$ cat config.mk
export PLATFORM = sky130hd
export DESIGN_NAME = uart_rx_param
export DESIGN_NICKNAME = d
export VERILOG_FILES = /design/src/rtl/uart_pkg.sv /design/src/rtl/uart_rx_sync.sv /design/src/rtl/uart_rx_param.sv
export SDC_FILE = /design/constraint.sdc
export NUM_CORES = 1
export LEC_CHECK = 0
export BUFFER_PORTS_ARGS = -buffer_cell sky130_fd_sc_hd__buf_4
export CAP_MARGIN = 40
export CORE_UTILIZATION = 40
export CTS_BUF_LIST = sky130_fd_sc_hd__clkbuf_4 sky130_fd_sc_hd__clkbuf_8
export DETAILED_ROUTE_END_ITERATION = 10
export HOLD_SLACK_MARGIN = 0.03
export SLEW_MARGIN = 40
export SYNTH_ARGS = -nofsm -noshare
export SYNTH_HDL_FRONTEND = slang
export SYNTH_SLANG_ARGS = --single-unit
$ cat constraint.sdc
create_clock -name clk -period 2.05 [get_ports clk]
set_input_delay 0.41 -clock clk [delete_from_list [all_inputs] [get_ports clk]]
set_output_delay 0.41 -clock clk [all_outputs]
set_load 0.01 [all_outputs]
$ cat src/rtl/uart_pkg.sv
// Shared definitions for the parametrised UART receiver: parity modes, FSM encoding
// and a counter-width helper.
package uart_pkg;

  localparam int PARITY_NONE = 0;
  localparam int PARITY_ODD  = 1;
  localparam int PARITY_EVEN = 2;

  typedef enum logic [2:0] {
    S_IDLE,
    S_START,
    S_DATA,
    S_PARITY,
    S_STOP
  } rx_state_e;

  // Width of a counter that must hold values 0..n-1; never narrower than one bit.
  function automatic int cnt_width(input int n);
    return (n < 2) ? 1 : $clog2(n);
  endfunction

endpackage

$ cat src/rtl/uart_rx_sync.sv
// Two-flop synchroniser for the serial line (resets to idle-high) plus a falling-edge
// flag built from the synchronised line and a registered copy of it.
module uart_rx_sync (
  input  logic clk,
  input  logic rst,
  input  logic rx_in,
  output logic rs,
  output logic rs_fall
);

  logic meta_q, meta_d;
  logic rs_q, rs_d;
  logic prev_q, prev_d;

  always_comb begin
    meta_d = rx_in;
    rs_d   = meta_q;
    prev_d = rs_q;
  end

  always_ff @(posedge clk or negedge rst) begin
    if (!rst) begin
      meta_q <= 1'b1;
      rs_q   <= 1'b1;
      prev_q <= 1'b1;
    end else begin
      meta_q <= meta_d;
      rs_q   <= rs_d;
      prev_q <= prev_d;
    end
  end

  assign rs      = rs_q;
  assign rs_fall = prev_q & ~rs_q;

endmodule

$ cat src/rtl/uart_rx_param.sv
// Oversampling UART receiver: configurable data/parity/stop, false-start rejection;
// frame delivered one cycle after the last stop sample, dropped with an overrun pulse if one is still held.
module uart_rx_param
  import uart_pkg::*;
#(
  parameter int CLKS_PER_BIT = 16,
  parameter int DATA_BITS    = 8,
  parameter int PARITY       = 0,
  parameter int STOP_BITS    = 1
) (
  input  logic                 clk,
  input  logic                 rst,
  input  logic                 rx_in,
  output logic [DATA_BITS-1:0] rx_data,
  output logic                 rx_valid,
  input  logic                 rx_ready,
  output logic                 parity_err,
  output logic                 frame_err,
  output logic                 overrun,
  output logic                 busy
);

  localparam int CW = cnt_width(CLKS_PER_BIT);
  localparam int BW = cnt_width(DATA_BITS + 1);

  localparam logic [CW-1:0] HALF_CNT  = CW'(CLKS_PER_BIT / 2 - 1);
  localparam logic [CW-1:0] FULL_CNT  = CW'(CLKS_PER_BIT - 1);
  localparam logic [BW-1:0] LAST_DATA = BW'(DATA_BITS - 1);
  localparam logic [BW-1:0] LAST_STOP = BW'(STOP_BITS - 1);

  logic rs;
  logic rs_fall;

  uart_rx_sync u_sync (
    .clk     (clk),
    .rst     (rst),
    .rx_in   (rx_in),
    .rs      (rs),
    .rs_fall (rs_fall)
  );

  rx_state_e            state_q, state_d;
  logic [CW-1:0]        cnt_q, cnt_d;
  logic [BW-1:0]        bit_q, bit_d;
  logic [DATA_BITS-1:0] shift_q, shift_d;
  logic                 perr_q, perr_d;
  logic                 ferr_q, ferr_d;
  logic                 done_q, done_d;

  logic [DATA_BITS-1:0] rx_data_q, rx_data_d;
  logic                 rx_valid_q, rx_valid_d;
  logic                 parity_err_q, parity_err_d;
  logic                 frame_err_q, frame_err_d;
  logic                 overrun_q, overrun_d;

  logic par_x;

  always_comb begin
    state_d = state_q;
    cnt_d   = cnt_q + CW'(1);
    bit_d   = bit_q;
    shift_d = shift_q;
    perr_d  = perr_q;
    ferr_d  = ferr_q;
    done_d  = 1'b0;
    par_x   = (^shift_q) ^ rs;

    case (state_q)
      S_IDLE: begin
        cnt_d = '0;
        bit_d = '0;
        if (rs_fall) begin
          state_d = S_START;
          perr_d  = 1'b0;
          ferr_d  = 1'b0;
        end
      end

      // Re-check the start bit at its centre; a high line here was only a glitch.
      S_START: begin
        if (cnt_q == HALF_CNT) begin
          cnt_d   = '0;
          state_d = rs ? S_IDLE : S_DATA;
        end
      end

      S_DATA: begin
        if (cnt_q == FULL_CNT) begin
          cnt_d   = '0;
          shift_d = {rs, shift_q[DATA_BITS-1:1]};
          if (bit_q == LAST_DATA) begin
            bit_d   = '0;
            state_d = (PARITY != PARITY_NONE) ? S_PARITY : S_STOP;
          end else begin
            bit_d = bit_q + BW'(1);
          end
        end
      end

      S_PARITY: begin
        if (cnt_q == FULL_CNT) begin
          cnt_d   = '0;
          perr_d  = (PARITY == PARITY_ODD) ? ~par_x : par_x;
          state_d = S_STOP;
        end
      end

      // Leave at the last stop-bit centre so the next start edge is never missed.
      S_STOP: begin
        if (cnt_q == FULL_CNT) begin
          cnt_d = '0;
          if (!rs) begin
            ferr_d = 1'b1;
          end
          if (bit_q == LAST_STOP) begin
            bit_d   = '0;
            state_d = S_IDLE;
            done_d  = 1'b1;
          end else begin
            bit_d = bit_q + BW'(1);
          end
        end
      end

      default: begin
        state_d = S_IDLE;
        cnt_d   = '0;
        bit_d   = '0;
      end
    endcase
  end

  always_comb begin
    rx_data_d    = rx_data_q;
    rx_valid_d   = rx_valid_q;
    parity_err_d = parity_err_q;
    frame_err_d  = frame_err_q;
    overrun_d    = 1'b0;

    if (rx_valid_q && rx_ready) begin
      rx_valid_d = 1'b0;
    end

    // A held frame is never overwritten; the newcomer is discarded instead.
    if (done_q) begin
      if (!rx_valid_q || rx_ready) begin
        rx_data_d    = shift_q;
        parity_err_d = perr_q;
        frame_err_d  = ferr_q;
        rx_valid_d   = 1'b1;
      end else begin
        overrun_d = 1'b1;
      end
    end
  end

  always_ff @(posedge clk or negedge rst) begin
    if (!rst) begin
      state_q      <= S_IDLE;
      cnt_q        <= '0;
      bit_q        <= '0;
      shift_q      <= '0;
      perr_q       <= 1'b0;
      ferr_q       <= 1'b0;
      done_q       <= 1'b0;
      rx_data_q    <= '0;
      rx_valid_q   <= 1'b0;
      parity_err_q <= 1'b0;
      frame_err_q  <= 1'b0;
      overrun_q    <= 1'b0;
    end else begin
      state_q      <= state_d;
      cnt_q        <= cnt_d;
      bit_q        <= bit_d;
      shift_q      <= shift_d;
      perr_q       <= perr_d;
      ferr_q       <= ferr_d;
      done_q       <= done_d;
      rx_data_q    <= rx_data_d;
      rx_valid_q   <= rx_valid_d;
      parity_err_q <= parity_err_d;
      frame_err_q  <= frame_err_d;
      overrun_q    <= overrun_d;
    end
  end

  assign rx_data    = rx_data_q;
  assign rx_valid   = rx_valid_q;
  assign parity_err = parity_err_q;
  assign frame_err  = frame_err_q;
  assign overrun    = overrun_q;
  assign busy       = (state_q != S_IDLE);

endmodule
## Word level (Yosys, flattened, before mapping)

Cells that the tools add are included.

- Output and inout port bits: 13
- Input bits: 4
- Word-level logic and storage cells: 84
- Flip-flop bits (word level): 37

- Bitwise logic cells: 4
- Equal/unequal tests: 15
- Reductions and logical operators: 17
- Mux-type cells: 31
- Add/sub/neg operators: 2

Operator list:

| operator | count |
|---|---|
| $mux W4 | 6 |
| $mux W3 | 7 |
| $ne A2 B2 Y1 const B | 8 |
| $pmux W3 S5 | 1 |
| $mux W1 | 12 |
| $pmux W4 S3 | 1 |
| $add A4 B1 Y4 const B | 2 |
| $eq A4 B3 Y1 const B | 2 |
| $pmux W4 S2 | 1 |
| $reduce_xor A8 Y1 | 1 |
| $reduce_and A7 Y1 | 1 |
| $eq A3 B2 Y1 const B | 2 |
| $reduce_and A3 Y1 | 2 |
| $eq A4 B4 Y1 const B | 1 |
| $logic_not A4 Y1 | 1 |
| $pmux W1 S2 | 2 |
| $reduce_and A2 Y1 | 2 |
| $reduce_and A4 Y1 | 1 |
| $reduce_bool A2 Y1 | 2 |
| $eq A3 B1 Y1 const B | 1 |
| $eq A3 B3 Y1 const B | 1 |
| $logic_not A3 Y1 | 1 |
| $reduce_bool A3 Y1 | 1 |
| $reduce_or A3 Y1 | 1 |
| other kinds (8) | 9 |

## Logic depth before layout (Yosys ltp)

Gate-level depths: netlist (run 1).

- Word-level depth: 4
- Mapped depth: 6
- Mapped depth without buffers: 6

## Modules after synthesis

A second synthesis (run 1) with hierarchy kept.

- Cells, all modules: 143
- Area total of the unflattened synthesis: 1724.2 µm²

By module, submodules not included:

| module | instances | cells an instance | area each (µm²) |
|---|---|---|---|
| uart_rx_param | 1 | 139 | 1631.6 |
| uart_rx_sync | 1 | 4 | 92.6 |

## Worst setup path after synthesis (run 1)

Ideal clock, no wire load.

- Path type: register -> register
- Start: register bit_q[0]
- End: register state_q[1]
- Arrival time: 1608 ps
- Setup time: 128 ps
- Period minus slack after synthesis: 1735 ps
- Path slack: 315 ps
- Buffers on the path: 0
- Cell stages (with the launch flop): 7
- Path through: dfrtp_1 > inv_1 > ha_1 > or3b_4 > a22oi_2 > nand4_1 > mux2_1

- Cells in the longest elaborated chain, start to end: 3
- Elaborated cells on any way between the ends: 5
- Those cells by class: 3 x eq/ne; 2 x reduce/logical

RTL lines:

| element | RTL line | source |
|---|---|---|
| start: declaration | uart_rx_param.sv:44 | `logic [BW-1:0] bit_q, bit_d;` |
| start signal: assignment | uart_rx_param.sv:174 | `bit_q <= bit_d;` |
| $eq A4 B3 Y1 / $logic_not A4 Y1 (equally long branches) | uart_rx_param.sv:91, uart_rx_param.sv:115 |  |
| $ne A2 B2 Y1 (no line) | -- |  |
| $reduce_and A7 Y1 (no line) (*) | -- |  |
| end signal: assignment | uart_rx_param.sv:172 | `state_q <= state_d;` |
| end: declaration | uart_rx_param.sv:42 | `rx_state_e state_q, state_d;` |

Every way passes the cells marked *; elsewhere a longest branch is shown, timed or not.
A chain may end at the register's enable or synchronous reset.

## Worst setup path after layout (run 1)

- Start: register state_q[0]
- End: output port busy

- Cells in the longest elaborated chain, start to end: 1

RTL lines:

| element | RTL line | source |
|---|---|---|
| $reduce_bool A3 Y1 | uart_rx_param.sv:192 | `assign busy = (state_q != S_IDLE);` |
| end: declaration | uart_rx_param.sv:20 | `output logic busy` |

No other way between the ends.

==> results of run 1 <==
state kept, by name (all words and copies together) (netlist names), 3 cells and up:
| register | count |
|---|---|
| bit_q | 4 |
| cnt_q | 4 |
| rx_data | 8 |
| shift_q | 8 |
| state_q | 3 |
cell type report:
| class | count | share of cell area, % |
|---|---|---|
| well taps | 50 | 3.173 |
| clock buffers | 7 | 4.569 |
| inverters | 5 | 0.9518 |
| repair buffers | 18 | 6.853 |
| flip-flops and latches | 37 | 47.14 |
| multi-input cells | 91 | 37.31 |
power by group:
part | switching (W) | internal (W) | total (W)
Clock | 0.000241 | 0.000280 | 0.000521
Sequential | 0.000140 | 0.000805 | 0.000945
Combinational | 0.000321 | 0.000266 | 0.000587
stage by stage:
stage	hold slack [ns]	power, W	instances	setup slack (ns)	area (um2)
after floorplan	0.1144	0.001366	137	0.3145	1703
after global placement	0.3461	0.001495	201	0.2700	1882
after detailed placement	0.3484	0.001535	201	0.1931	1882
after CTS	0.08389	0.002065	208	0.1259	1972
after global routing	0.1029	0.002184	208	0.03207	1972
final	0.07735	0.002053	208	0.1293	1972
worst register-to-register path, cell delays in order, from the launching register on:
cell and delay [ns]:
dfrtp_1 0.40, inv_1 0.10, ha_1 0.16, or3b_4 0.40, a22oi_2 0.20, nand4_1 0.15, mux2_1 0.34
kinds of logic (layout without fill, tap and decap cells):
kind of cell,Yosys count,count (layout)
AND/OR/NAND/NOR,40,40
XOR/XNOR,10,10
multiplexers,20,20
buffers and inverters,9,30
adder cells (fa/ha/maj),3,3
flip-flops,37,37
AO/OA/AOI/OAI,18,18
worst max path at each step:
stage	startpoint	cells past startpoint	endpoint
floorplan	bit_q[0]	6	state_q[1]
global placement	bit_q[0]	6	state_q[2]
detailed placement	bit_q[0]	6	state_q[2]
CTS	state_q[0]	2	busy
global route	state_q[1]	4	bit_q[2]
finish	state_q[0]	2	busy
metal layers:
metal	routed length (um)	vias up
met1	1527	532
met5	0	-
li1	-	527
met4	31	0
met3	131	3
met2	1258	28
layout by cell type, fill, tap and decap left out, drive strengths merged, types with 3 or more instances in the layout:
cell type  Yosys  final
clkbuf         1      7
nand4          3      3
nor3b          3      3
o21ai          7      7
mux2          20     20
nand2b         5      5
nand2          5      5
buf            3     18
nand3          5      5
xnor2          4      4
dfstp          3      3
xor2           5      5
dfrtp         34     34
inv            5      5
nor2           6      6
ha             3      3
==> results by group, run 1 <==
Outcome
  – Status: completed

Critical path
  – Critical Path, Cell by Cell: or3_1 -> buf_4
  – Worst EP arrival: 1.51 ns
  – Max incr delay on CP: 0.54 ns
  – Worst Path Buf+Inv: 1
  – CP top delay family: flip-flops
  – Crit Path Max Fanout: 15
  – Worst setup EP type: primary output
  – WP data required: 1.64 ns
  – FF-to-FF path depth: 6
  – Worst R2R Start: bit_q[0]
  – Slowest cell on the critical path: dfrtp_1
  – Reg2reg setup slack: 0.19 ns
  – CP startpoint kind: flop
  – Crit Path Category: flop to primary output
  – Worst R2R End: state_q[2]

Layout
  – Layout net count: 165
  – # diodes: 0
  – Util after Layout: 48.60%
  – Area taken by flip-flops and latches: 929.6 um2
  – Fillers: 369
  – Area delta synth->final: 15.80%
  – Multi-input gate area: 735.7 um2
  – Share of cells above drive strength 1: 31.65%

Routing
  – Mean routed wirelength per cell: 14.18 um
  – Post-route DRC: 0
  – DR pass1 iterations: 4
  – Post-route ant nets: 0
  – Post-Route WL: 2.949 mm
  – Post-DR vias/cell: 5.240
  – DRT iter0 DRCs: 44
  – Via count: 1090

Clock network
  – Root Driver: clkbuf_8
  – CTS resizes: 0
  – Clk slew on worst S/H paths: 0.07 ns
  – Hold_buf cts: 0
  – Clock tree sinks: 37
  – CTS tree: yes
  – CTS Buffer Depth: 2
  – Worst-Skew Late Latency: 0.29 ns
  – H-Tree Depth: 2
  – Num CTS Buffers: 5
  – Setup Buffers After CTS: 0

STA
  – Hold Vio Cnt, Final: 0
  – Clock Skew: 0.006958 ns
  – Slew margin rel.: 66.43%
  – Period utilization: 93.69%
  – Unrepaired setup endpoints after global routing: no
  – Setup violators final: 0
  – Period minus WS final: 1.921 ns
  – Setup TNS: 0 ns
  – FMAX: 520.6 MHz
  – Slew @ Worst Pin: 0.5025 ns
  – Pins Over Slew Limit: 0

Die
  – Core Area: 4058 um2
  – Chip Height: 67.25 um
  – Number of placed I/O pins: 17
  – Core Rows: 23
  – DIE AREA: 4522 um2
  – Die Width: 67.25 um
  – Initial Util: 41.97%

Power
  – Total power density per cell area: 1041 nW/um2
  – LEAKAGE: 0.9713 nW
  – Worst vdd ir: 491.8 uV

Logic synthesis
  – Post-synth top cells: dfrtp_1 (34), mux2_2 (18), nor2_1 (6), o21ai_0 (6)
  – Top FF cell, synth: dfrtp_1
  – Largest family of logic cells by synthesized area: simple AND/OR/NAND/NOR gates
  – Async set-reset flop share out of synthesis: 100.0%
  – Synth warn: 0
  – Top post-synthesis cells by area: dfrtp_1 (50%), mux2_2 (12%), dfstp_2 (4.6%)
  – Synth Instances: 137
  – Post-Synth Adder-Cell Area: 2.204%
  – Syn_nets: 144
  – Synth Area in Simple Gates: 13.67%
  – Post-Syn Area: 1703 um2
  – Flops & latches, synth: 37
  – Yosys top cell by area: dfrtp_1
  – Top-area cell type share of the netlist area: 49.96%
  – Syn Area/Cell: 12.43 um2
  – Xor/xnor share of the synthesized area: 5.952%
  – Compound-Gate Fraction of Synth Area: 8.156%
  – EDFF count, synth: 0
  – Netlist cell types: 38
  – Multiplexer area fraction after synthesis: 13.23%
  – Seq/Total Area, Yosys: 54.59%
  – Top-count cell post-synth: dfrtp_1

Global routing
  – Met3 usage: 5.068%
  – Met1 Usage GRT: 21.02%
  – GR Layer Usage met2: 21.88%
  – Largest net degree at the start of global routing: 38
  – Initial antenna violation count: 0
  – Global route total overflow: 0
  – First-pass GRT wire length: 4.954 mm
  – Total track usage: 15.20%
  – Vias in the first global route: 1037
  – Top Usage Layer GRT: met2

Worst hold path
  – Tightest Hold Check Type: input port to async pin

Place
  – Dpl hpwl: 2.028 mm
  – GPL Wtd Cong: 0.8497
  – I/O Buffers: 16

Run
  – MaxCap Viol Count: 0
No activity file was read; power rests on OpenSTA's default activity.
==> inputs of run 2 (changes only) <==
--- a/config.mk
+++ b/config.mk
@@ -7,10 +7,13 @@
 export LEC_CHECK = 0
 export BUFFER_PORTS_ARGS = -buffer_cell sky130_fd_sc_hd__buf_4
 export CAP_MARGIN = 40
+export CELL_PAD_IN_SITES_DETAIL_PLACEMENT = 1
+export CELL_PAD_IN_SITES_GLOBAL_PLACEMENT = 1
 export CORE_UTILIZATION = 40
 export CTS_BUF_LIST = sky130_fd_sc_hd__clkbuf_4 sky130_fd_sc_hd__clkbuf_8
 export DETAILED_ROUTE_END_ITERATION = 10
 export HOLD_SLACK_MARGIN = 0.03
+export PLACE_DENSITY_LB_ADDON = 0.1
 export SLEW_MARGIN = 40
 export SYNTH_ARGS = -nofsm -noshare
 export SYNTH_HDL_FRONTEND = slang
==> results by group, run 2 (synthesis gave the netlist of run 1 again) <==
Clock network
  – Root Driver: clkbuf_8
  – Setup Buffers After CTS: 0
  – CTS Buffer Depth: 2
  – CTS resizes: 0
  – Num CTS Buffers: 5
  – Clock tree sinks: 37
  – Hold_buf cts: 0
  – CTS tree: yes
  – Worst-Skew Late Latency: 0.29 ns
  – H-Tree Depth: 2
  – Clk slew on worst S/H paths: 0.07 ns

STA
  – Slew @ Worst Pin: 0.4649 ns
  – Setup TNS: 0 ns
  – Pins Over Slew Limit: 0
  – FMAX: 520.0 MHz
  – Hold Vio Cnt, Final: 0
  – Fin worst setup slack: 0.1270 ns
  – Slew margin rel.: 68.93%
  – Unrepaired setup endpoints after global routing: no
  – Period minus WS final: 1.923 ns
  – Clock Skew: 0.003239 ns
  – Period utilization: 93.81%
  – Setup violators final: 0

Die
  – Chip Height: 67.25 um
  – Initial Util: 41.97%
  – Core Rows: 23
  – Die Width: 67.25 um
  – Number of placed I/O pins: 17
  – Core Area: 4058 um2
  – DIE AREA: 4522 um2

Critical path
  – Worst EP arrival: 1.51 ns
  – WP data required: 1.64 ns
  – Worst setup EP type: primary output
  – CP startpoint kind: flop
  – Crit Path Max Fanout: 15
  – Crit Path Category: flop to primary output

Power
  – Total power density per cell area: 1097 nW/um2
  – Worst vdd ir: 443.3 uV
  – LEAKAGE: 0.9907 nW

Place
  – Pre-CTS setup slack: 0.1714 ns
  – GPL Wtd Cong: 0.8486
  – Placed cells: 202
  – Dpl hpwl: 2.446 mm
  – I/O Buffers: 16

Routing
  – Via count: 1148
  – Post-DR vias/cell: 5.467
  – DR pass1 iterations: 4
  – DRT iter0 DRCs: 72
  – Post-route DRC: 0
  – Mean routed wirelength per cell: 16.33 um
  – Post-route ant nets: 0
  – Post-Route WL: 3.429 mm

Global routing
  – Vias in the first global route: 1212
  – Initial antenna violation count: 0
  – Largest net degree at the start of global routing: 38
  – Global route total overflow: 0
  – Total track usage: 17.98%
  – First-pass GRT wire length: 5.961 mm

Run
  – MaxCap Viol Count: 0

Layout
  – # diodes: 0
  – Layout net count: 166
  – Most common cell after layout, fill and taps aside: dfrtp_1
  – Fillers: 431
  – Most frequent cells in the layout: dfrtp_1 (34), buf_4 (19), mux2_2 (18)
  – Final Instance Count excl. Fillers: 210
  – Util after Layout: 49.52%
  – Share of cells above drive strength 1: 32.50%
  – Area delta synth->final: 18.00%

Outcome
  – Status: completed

Worst hold path
  – Tightest Hold Check Type: input port to async pin
## run 2: power breakdown
part	total (W)	internal (W)	leakage, nW	switching [W]
combinational	0.000612	0.000278	0.428	0.000334
clock	0.000661	0.000410	0.0619	0.000251
sequential	0.000931	0.000805	0.501	0.000126
## run 2: cell type report
cell class | count | area (um2) | area share, %
well taps | 50 | 62.56 | 3.113
inverters | 5 | 18.77 | 0.9340
flip-flops and latches | 37 | 929.6 | 46.26
clock inverters | 1 | 30.03 | 1.494
repair buffers | 19 | 142.6 | 7.098
clock buffers | 7 | 90.09 | 4.483
multi-input cells | 91 | 735.7 | 36.61
## run 2: final timing paths
kind	cells past startpoint	endpoint	slack, ns	startpoint
worst min-delay path	1	cnt_q[0]	0.07	rst
worst min register to register	0	u_sync.rs	0.37	u_sync.meta_q
min in group clk	1	u_sync.meta_q	0.22	rx_in
max in group asynchronous	1	u_sync.rs	1.63	rst
worst max register to register	6	state_q[1]	0.18	bit_q[0]
worst max-delay path	2	busy	0.13	state_q[0]
## run 2: worst max-delay path: stages (launching register included)
cell and delay, ns:
dfrtp_1 0.53, or3_1 0.51, buf_4 0.18
## run 2: metal layers
layer	up-vias	routed length (um)	GRT usage, %	share of wire [%]
met4	0	69	7.181	2.0
li1	533	-	-	-
met5	-	0	0	0
met2	20	1685	27.88	49
met1	588	1551	23.56	45
met3	7	122	5.068	3.6
## run 2: per-stage QoR
stage                     total power [W]  cell area [um2]  hold WS, ns
final                            0.002204             2009      0.07094
after global routing             0.002348             2009       0.1044
after CTS                        0.002235             2009      0.08965
after detailed placement         0.001563             1889       0.3519
after global placement           0.001529             1889       0.3463
after floorplan                  0.001366             1703       0.1144
